### config.mk
export PLATFORM = sky130hd
export DESIGN_NAME = pool2d_stream
export DESIGN_NICKNAME = d
export VERILOG_FILES = /design/src/rtl/pool2d_stream.sv
export SDC_FILE = /design/constraint.sdc
export NUM_CORES = 2
export LEC_CHECK = 0
export ABC_AREA = 1
export CELL_PAD_IN_SITES_DETAIL_PLACEMENT = 1
export CELL_PAD_IN_SITES_GLOBAL_PLACEMENT = 1
export CORE_MARGIN = 10
export CORE_UTILIZATION = 52
export CTS_BUF_LIST = sky130_fd_sc_hd__clkbuf_2
export CTS_CLUSTER_SIZE = 30
export DETAILED_ROUTE_END_ITERATION = 10
export PLACE_DENSITY = 0.88
export SLEW_MARGIN = 10
export SYNTH_ARGS = -nofsm -noshare
export SYNTH_HDL_FRONTEND = slang
export SYNTH_SLANG_ARGS = --single-unit
### constraint.sdc
create_clock -name clk -period 13.85 [get_ports clk]
set_clock_uncertainty 0.1 [all_clocks]
set_input_delay 2.77 -clock clk [delete_from_list [all_inputs] [get_ports clk]]
set_output_delay 2.77 -clock clk [all_outputs]
set_load 0.01 [all_outputs]
### src/rtl/pool2d_stream.sv
// 2x2 stride-2 max/average pooling over a raster-ordered pixel stream.
// One image row is held in an internal line buffer; odd trailing rows/columns are consumed but not pooled.
module pool2d_stream #(
    parameter int DATA_W = 32,
    parameter int IMG_W  = 24,
    parameter int IMG_H  = 24
) (
    input  logic              clk,
    input  logic              rst,
    input  logic              mode_avg,
    input  logic              in_valid,
    input  logic [DATA_W-1:0] in_data,
    output logic              out_valid,
    output logic [DATA_W-1:0] out_data,
    output logic              out_last
);
    localparam int CW       = (IMG_W > 1) ? $clog2(IMG_W) : 1;
    localparam int RW       = (IMG_H > 1) ? $clog2(IMG_H) : 1;
    localparam int LAST_COL = 2 * (IMG_W / 2) - 1;
    localparam int LAST_ROW = 2 * (IMG_H / 2) - 1;

    logic [CW-1:0]            r_col;
    logic [RW-1:0]            r_row;
    logic                     r_mode;
    logic signed [DATA_W-1:0] r_left;
    logic signed [DATA_W-1:0] r_line_buf [IMG_W];

    logic                     w_col_end;
    logic                     w_row_end;
    logic                     w_win_done;
    logic                     w_win_last;
    logic [CW-1:0]            w_col_left;
    logic signed [DATA_W-1:0] w_p0, w_p1, w_p2, w_p3;
    logic signed [DATA_W-1:0] w_max01, w_max23, w_max;
    logic signed [DATA_W+1:0] w_sum;
    logic signed [DATA_W-1:0] w_avg;
    logic signed [DATA_W-1:0] w_result;

    assign w_col_end  = (r_col == CW'(IMG_W - 1));
    assign w_row_end  = (r_row == RW'(IMG_H - 1));
    // Odd row and odd column is always a bottom-right pixel; a trailing odd column/row is even-indexed.
    assign w_win_done = in_valid & r_row[0] & r_col[0];
    assign w_win_last = w_win_done && (r_row == RW'(LAST_ROW)) && (r_col == CW'(LAST_COL));
    assign w_col_left = r_col - CW'(1);

    assign w_p0 = r_line_buf[w_col_left];
    assign w_p1 = r_line_buf[r_col];
    assign w_p2 = r_left;
    assign w_p3 = $signed(in_data);

    assign w_max01 = (w_p0 > w_p1) ? w_p0 : w_p1;
    assign w_max23 = (w_p2 > w_p3) ? w_p2 : w_p3;
    assign w_max   = (w_max01 > w_max23) ? w_max01 : w_max23;

    // Two guard bits keep the 4-way sum exact; >>> floors toward minus infinity.
    assign w_sum    = {{2{w_p0[DATA_W-1]}}, w_p0} + {{2{w_p1[DATA_W-1]}}, w_p1}
                    + {{2{w_p2[DATA_W-1]}}, w_p2} + {{2{w_p3[DATA_W-1]}}, w_p3};
    assign w_avg    = DATA_W'(w_sum >>> 2);
    assign w_result = r_mode ? w_avg : w_max;

    always_ff @(posedge clk or posedge rst) begin
        if (rst) begin
            r_col     <= '0;
            r_row     <= '0;
            r_mode    <= 1'b0;
            r_left    <= '0;
            out_valid <= 1'b0;
            out_data  <= '0;
            out_last  <= 1'b0;
        end else begin
            out_valid <= w_win_done;
            out_data  <= w_win_done ? w_result : '0;
            out_last  <= w_win_last;
            if (in_valid) begin
                if ((r_row == '0) && (r_col == '0))
                    r_mode <= mode_avg;
                if (r_row[0] && !r_col[0])
                    r_left <= $signed(in_data);
                if (w_col_end) begin
                    r_col <= '0;
                    r_row <= w_row_end ? '0 : r_row + RW'(1);
                end else begin
                    r_col <= r_col + CW'(1);
                end
            end
        end
    end

    // Contents need no reset: every entry is rewritten on an even row before an odd row reads it.
    always_ff @(posedge clk) begin
        if (in_valid && !r_row[0])
            r_line_buf[r_col] <= $signed(in_data);
    end
endmodule
# After elaboration in Yosys (flattened, before gate mapping)
# Memories as Yosys holds them, arrays and structs flattened.
# Index checks and enable logic that the tools add are counted.
[totals] out_inout_bits=34 memories=1 inputBits=36 mem_bits_rw=768 word_cells=42 ff_bits=77
[classes] order_cmp=3 muxes=9 reduce_logical=12 n_addsub=6 n_bitwise=2 eq_ne=2
[mem_list] name="r_line_buf" words=24 width=32 rd=2 rd_ports_with_merged_regs=0 write_ports=1 line_no="26" text="logic signed [DATA_W-1:0] r_line_buf [IMG_W];"
[ops] cell="$mux W32" count=5
[ops] cell="$gt A32 B32 Y1" count=3
[ops] cell="$add A33 B32 Y34" count=1
[ops] cell="$add A34 B34 Y34" count=1
[ops] cell="$add A32 B32 Y33" count=1
[ops] cell="$add A5 B1 Y5 const B" count=2
[ops] cell="$eq A5 B5 Y1 const B" count=2
[ops] cell="$logic_not A5 Y1" count=2
[ops] cell="$mux W5" count=2
[ops] cell="$reduce_and A2 Y1" count=3
[ops] cell="$logic_and A1 B1 Y1" count=5
[ops] cell="$sub A5 B1 Y5 const B" count=1
[ops] cell="$and A1 B1 Y1" count=2
[ops] cell="$logic_not A1 Y1" count=2
[ops] cell="$mux W1" count=2

# Logic depth before layout (Yosys ltp)
# An unclocked memory read counts as a cell.
[logic_depth] depth_word=8 ltp_mapped=52 ltp_nobuf=45

# Worst setup path after synthesis
# Ideal clock, no wire load.
[synth_timing] path_type="flip-flop to flip-flop" from="register r_col[0]" to="register out_data[25]" synth_period_minus_slack_ps=6449 stages_incl_launch_ff=40 path_buffers=9 required_time_ps=13632 arrival_ps=6231 path_slack_ps=7401 setup_time_ps=118 path_cell_list="dfrtp_1 buf_4 inv_4 buf_6 buf_2 buf_2 buf_2 ha_1 clkinv_1 clkbuf_1 buf_1 o21ai_0 o211ai_1 nand3_1 a31oi_1 ha_1 a21oi_1 o21ai_0 (+4 left out) nand2_1 nand2_2 nand2_1 clkbuf_1 nand2_1 and2_1 ha_1 nand2_1 or3_1 nor4_1 nand2_1 nand2_1 nor2_1 nor2_1 clkbuf_1 nor2_1 o21bai_1 inv_1"
[synth_via] elab_chain_len=8 elab_cells_between_ends=12 classes_between="add/sub: 4; order compare: 2; mux: 4; bitwise: 1; memory: 1"
[synth_lines] item="start: declaration" line_no="22" text="logic [CW-1:0] r_col;"
[synth_lines] item="start signal: assignment" line_no="83" text="r_col <= r_col + CW'(1);"
[synth_lines] item="branches (longest 7 deep; another with $add A33 B32 Y34)"
[synth_lines] item="$mux W32 (*)" line_no="72" text="out_data <= w_win_done ? w_result : '0;"
[synth_lines] item="end signal: assignment" line_no="72"
[synth_lines] item="end: declaration" line_no="14" text="output logic [DATA_W-1:0] out_data,"
# Every way passes the cells marked *.
# A chain may end at the register's enable or synchronous reset.

# Worst setup path in the final report
[layout_timing] from="register r_col[0]" to="register out_data[5]"
# The elaborated chain is that of the path after synthesis.

==> impl_metrics.csv <==
group,metric,value,unit
setup_path,r2r-start,"r_col[0]",
setup_path,worst_setup_path_start_kind,"flop",
timing,tightest_slew,1220,ps
clocking,clock_sinks,845,
drt,drt_iter0_drc,6383,
setup_path,critPathArrivalTime,11370,ps
global_routing,grt_pass1_wl,275000,um
clocking,cts_resized,0,
setup_path,cp.required,15140,ps
place,io_buffers,69,
flow_run,maxCapViolations,0,
timing,layout_min_cycle_time,10080,ps
hold_path,hold_path.startpoint,"r_row[2]",
timing,slew_violations,0,
logic_synthesis,syn_inst,5279,
logic_synthesis,syn_area_per_cell,9.09,um^2
layout,utilization,0.561,
drt,wl_per_cell,27.9,um
place,gp_congestion,0.955,
die,row_count,111,
drt,viasPerCell,6.59,
clocking,cts_tree,"done",
clocking,path_clk_slew,90,ps
logic_synthesis,synth-edff-count,768,
timing,fmax,99.2,MHz
die,fp.dieH,324,um
clocking,htreeDepth,4,
drt,ant_nets,0,
timing,setup_viol,0,
setup_path,r2r_cells,36,
drt,totalWireLength,186000,um
logic_synthesis,ys.flop_type,"edfxtp_1",
clocking,post-cts-setup-buffer-count,0,
layout,final_area,51400,um^2
drt,route.detailed.drc,0,
die,core-area,91500,um^2
setup_path,path_max_fanout,215,
hold_path,hold_depth,1,
logic_synthesis,yosys_warnings,0,
setup_path,setup.worst_path.end_class,"flop",
hold_path,hp-class,"flop to flop",
timing,fin_tns_setup,0,ps
layout,syn_to_final_growth,7.13,%
logic_synthesis,synth_area,48000,um^2
setup_path,slowest_delay,980,ps
clocking,cts_hold_buf,0,
logic_synthesis,synth-async-reset-ratio,0.0911,
global_routing,grt_pass1_vias,44700,
setup_path,path_buf_inv,8,
logic_synthesis,synth-seq-area-share,0.521,
drt,first_pass_iters,6,
die,io_pins,70,
die,start_util,0.524,
timing,fin_hold_ws,401,ps
clocking,cts_root_buf,"clkbuf_2",
clocking,cts_buffer_depth,3,
clocking,cts_buffers,216,
layout,drive_gt1_frac,0.0918,
timing,hold_viol,0,
global_routing,grt_start_max_net_pins,216,
clocking,insertion_delay,1630,ps
global_routing,track_usage,0.347,
global_routing,antenna_found_initial,5,
timing,max_slew_margin,0.186,
layout,fillers,10700,
setup_path,cp.depth,36,
logic_synthesis,synth_fp_nets,5513,
die,die-area,105000,um^2
setup_path,critPathLaunch,"r_col[0]",
setup_path,critPathKind,"flop to flop",
setup_path,cp_common_cell,"nand2_1",
setup_path,critPathSlowestCell,"dfrtp_4",
global_routing,grt.overflow.total,0,
place,place_area,49500,um^2
status,outcome,"finished clean",
timing,fin_crit_sh,0.728,
drt,num_vias,43900,
logic_synthesis,yosysUniqueCellTypes,57,
layout,nets,5550,
setup_path,critPathTopFamily,"buffers and inverters",
place,place.detailed.hpwl,115000,um
logic_synthesis,ys_seq_elements,845,
die,die_x,324,um
timing,rsz0062_at_grt,"false",
stage by stage:
| stage | setup WS, ps | std cells |
|---|---|---|
| floorplan | 7400 | 5279 |
| global placement | 4450 | 6284 |
| detailed placement | 4290 | 6284 |
| CTS | 4150 | 6657 |
| global route | 3220 | 6663 |
| finish | 3770 | 6664 |
worst reg2reg max path, delay by kind of cell (launching register included):
family                     cells  cell delay (ps)
adders and majority gates      2              690
and+or+nand+nor               21             3430
AOI/OAI and AO/OA              5              860
buffers and inverters          8             3770
DFF                            1              980
cells in the mapped netlist, drive strengths merged (65+ instances only):
cell type | number | area, um^2
nor2 | 516 | 1950
inv | 525 | 1970
clkbuf | 100 | 375
edfxtp | 768 | 23100
buf | 252 | 1350
nand3 | 360 | 1800
dfrtp | 77 | 1930
fa | 65 | 1300
a21oi | 555 | 2780
nand2 | 659 | 2480
ha | 133 | 1660
o211ai | 148 | 1110
o21ai | 868 | 4340
layer usage:
layer / part of all wire / track usage / vias to the layer above
met5: 0.000054 / 0 / -
met4: 0.064 / 0.216 / 2
met3: 0.12 / 0.0945 / 711
met2: 0.44 / 0.527 / 3053
met1: 0.37 / 0.440 / 21400
li1: - / - / 18700
cell families after synthesis:
kind of cell             after synthesis  share of synthesized area
AO/OA/AOI/OAI                       1726                      0.197
AND/OR/NAND/NOR                     1621                      0.141
buffers and inverters                880                     0.0773
flip-flops                           845                      0.521
adder cells (fa/ha/maj)              198                     0.0618
XOR/XNOR                               9                    0.00196
layout make-up:
class                   instances  area [um^2]  share of cell area
diodes                          7         17.5            0.000341
clock buffers                 316         1580              0.0308
clock inverters                57          263             0.00511
inverters                     528         2010              0.0391
multi-input cells            3554        19500               0.380
flip-flops and latches        845        25000               0.487
well taps                    1186         1480              0.0289
repair buffers                171         1520              0.0296
state kept, by name, summed over array words and instances (netlist names):
signal / count
out_data: 32
out_last: 1
out_valid: 1
r_col: 5
r_left: 32
r_line_buf: 768
r_mode: 1
r_row: 5
final timing paths:
path / endpoint / slack [ps]
max: out_data[5] / 3770
min: r_row[2] / 400
max reg2reg: out_data[5] / 3770
min reg2reg: r_row[2] / 400
max in group asynchronous: r_left[5] / 10870
min in group asynchronous: r_col[0] / 1310
placed cells by master (no fill, tap or decap), types with 5 or more instances in the layout:
cell	count
a21boi_0	5
nand3b_1	7
clkbuf_2	316
buf_4	97
o2111ai_1	6
nor4_1	7
fa_1	65
or2_2	6
clkinv_1	45
nor3_1	17
inv_1	509
nand3_1	358
a22oi_1	12
edfxtp_1	768
o22ai_1	17
and3_1	6
o211ai_1	148
nor2_1	485
nor2_4	27
nand4_1	21
buf_12	5
clkdlybuf4s50_1	69
o21ai_1	25
a31oi_1	16
nand2_1	658
a21o_1	5
a211oi_1	12
inv_2	14
o31ai_1	5
and2_1	18
diode_2	7
o21a_1	21
dfrtp_1	72
a21oi_1	555
ha_1	132
a21boi_1	5
o2bb2ai_1	5
o21ai_0	843
o221ai_1	33
Power is not shown: default switching activity piles up to over one toggle a cycle in this logic, so the estimate is an artifact.
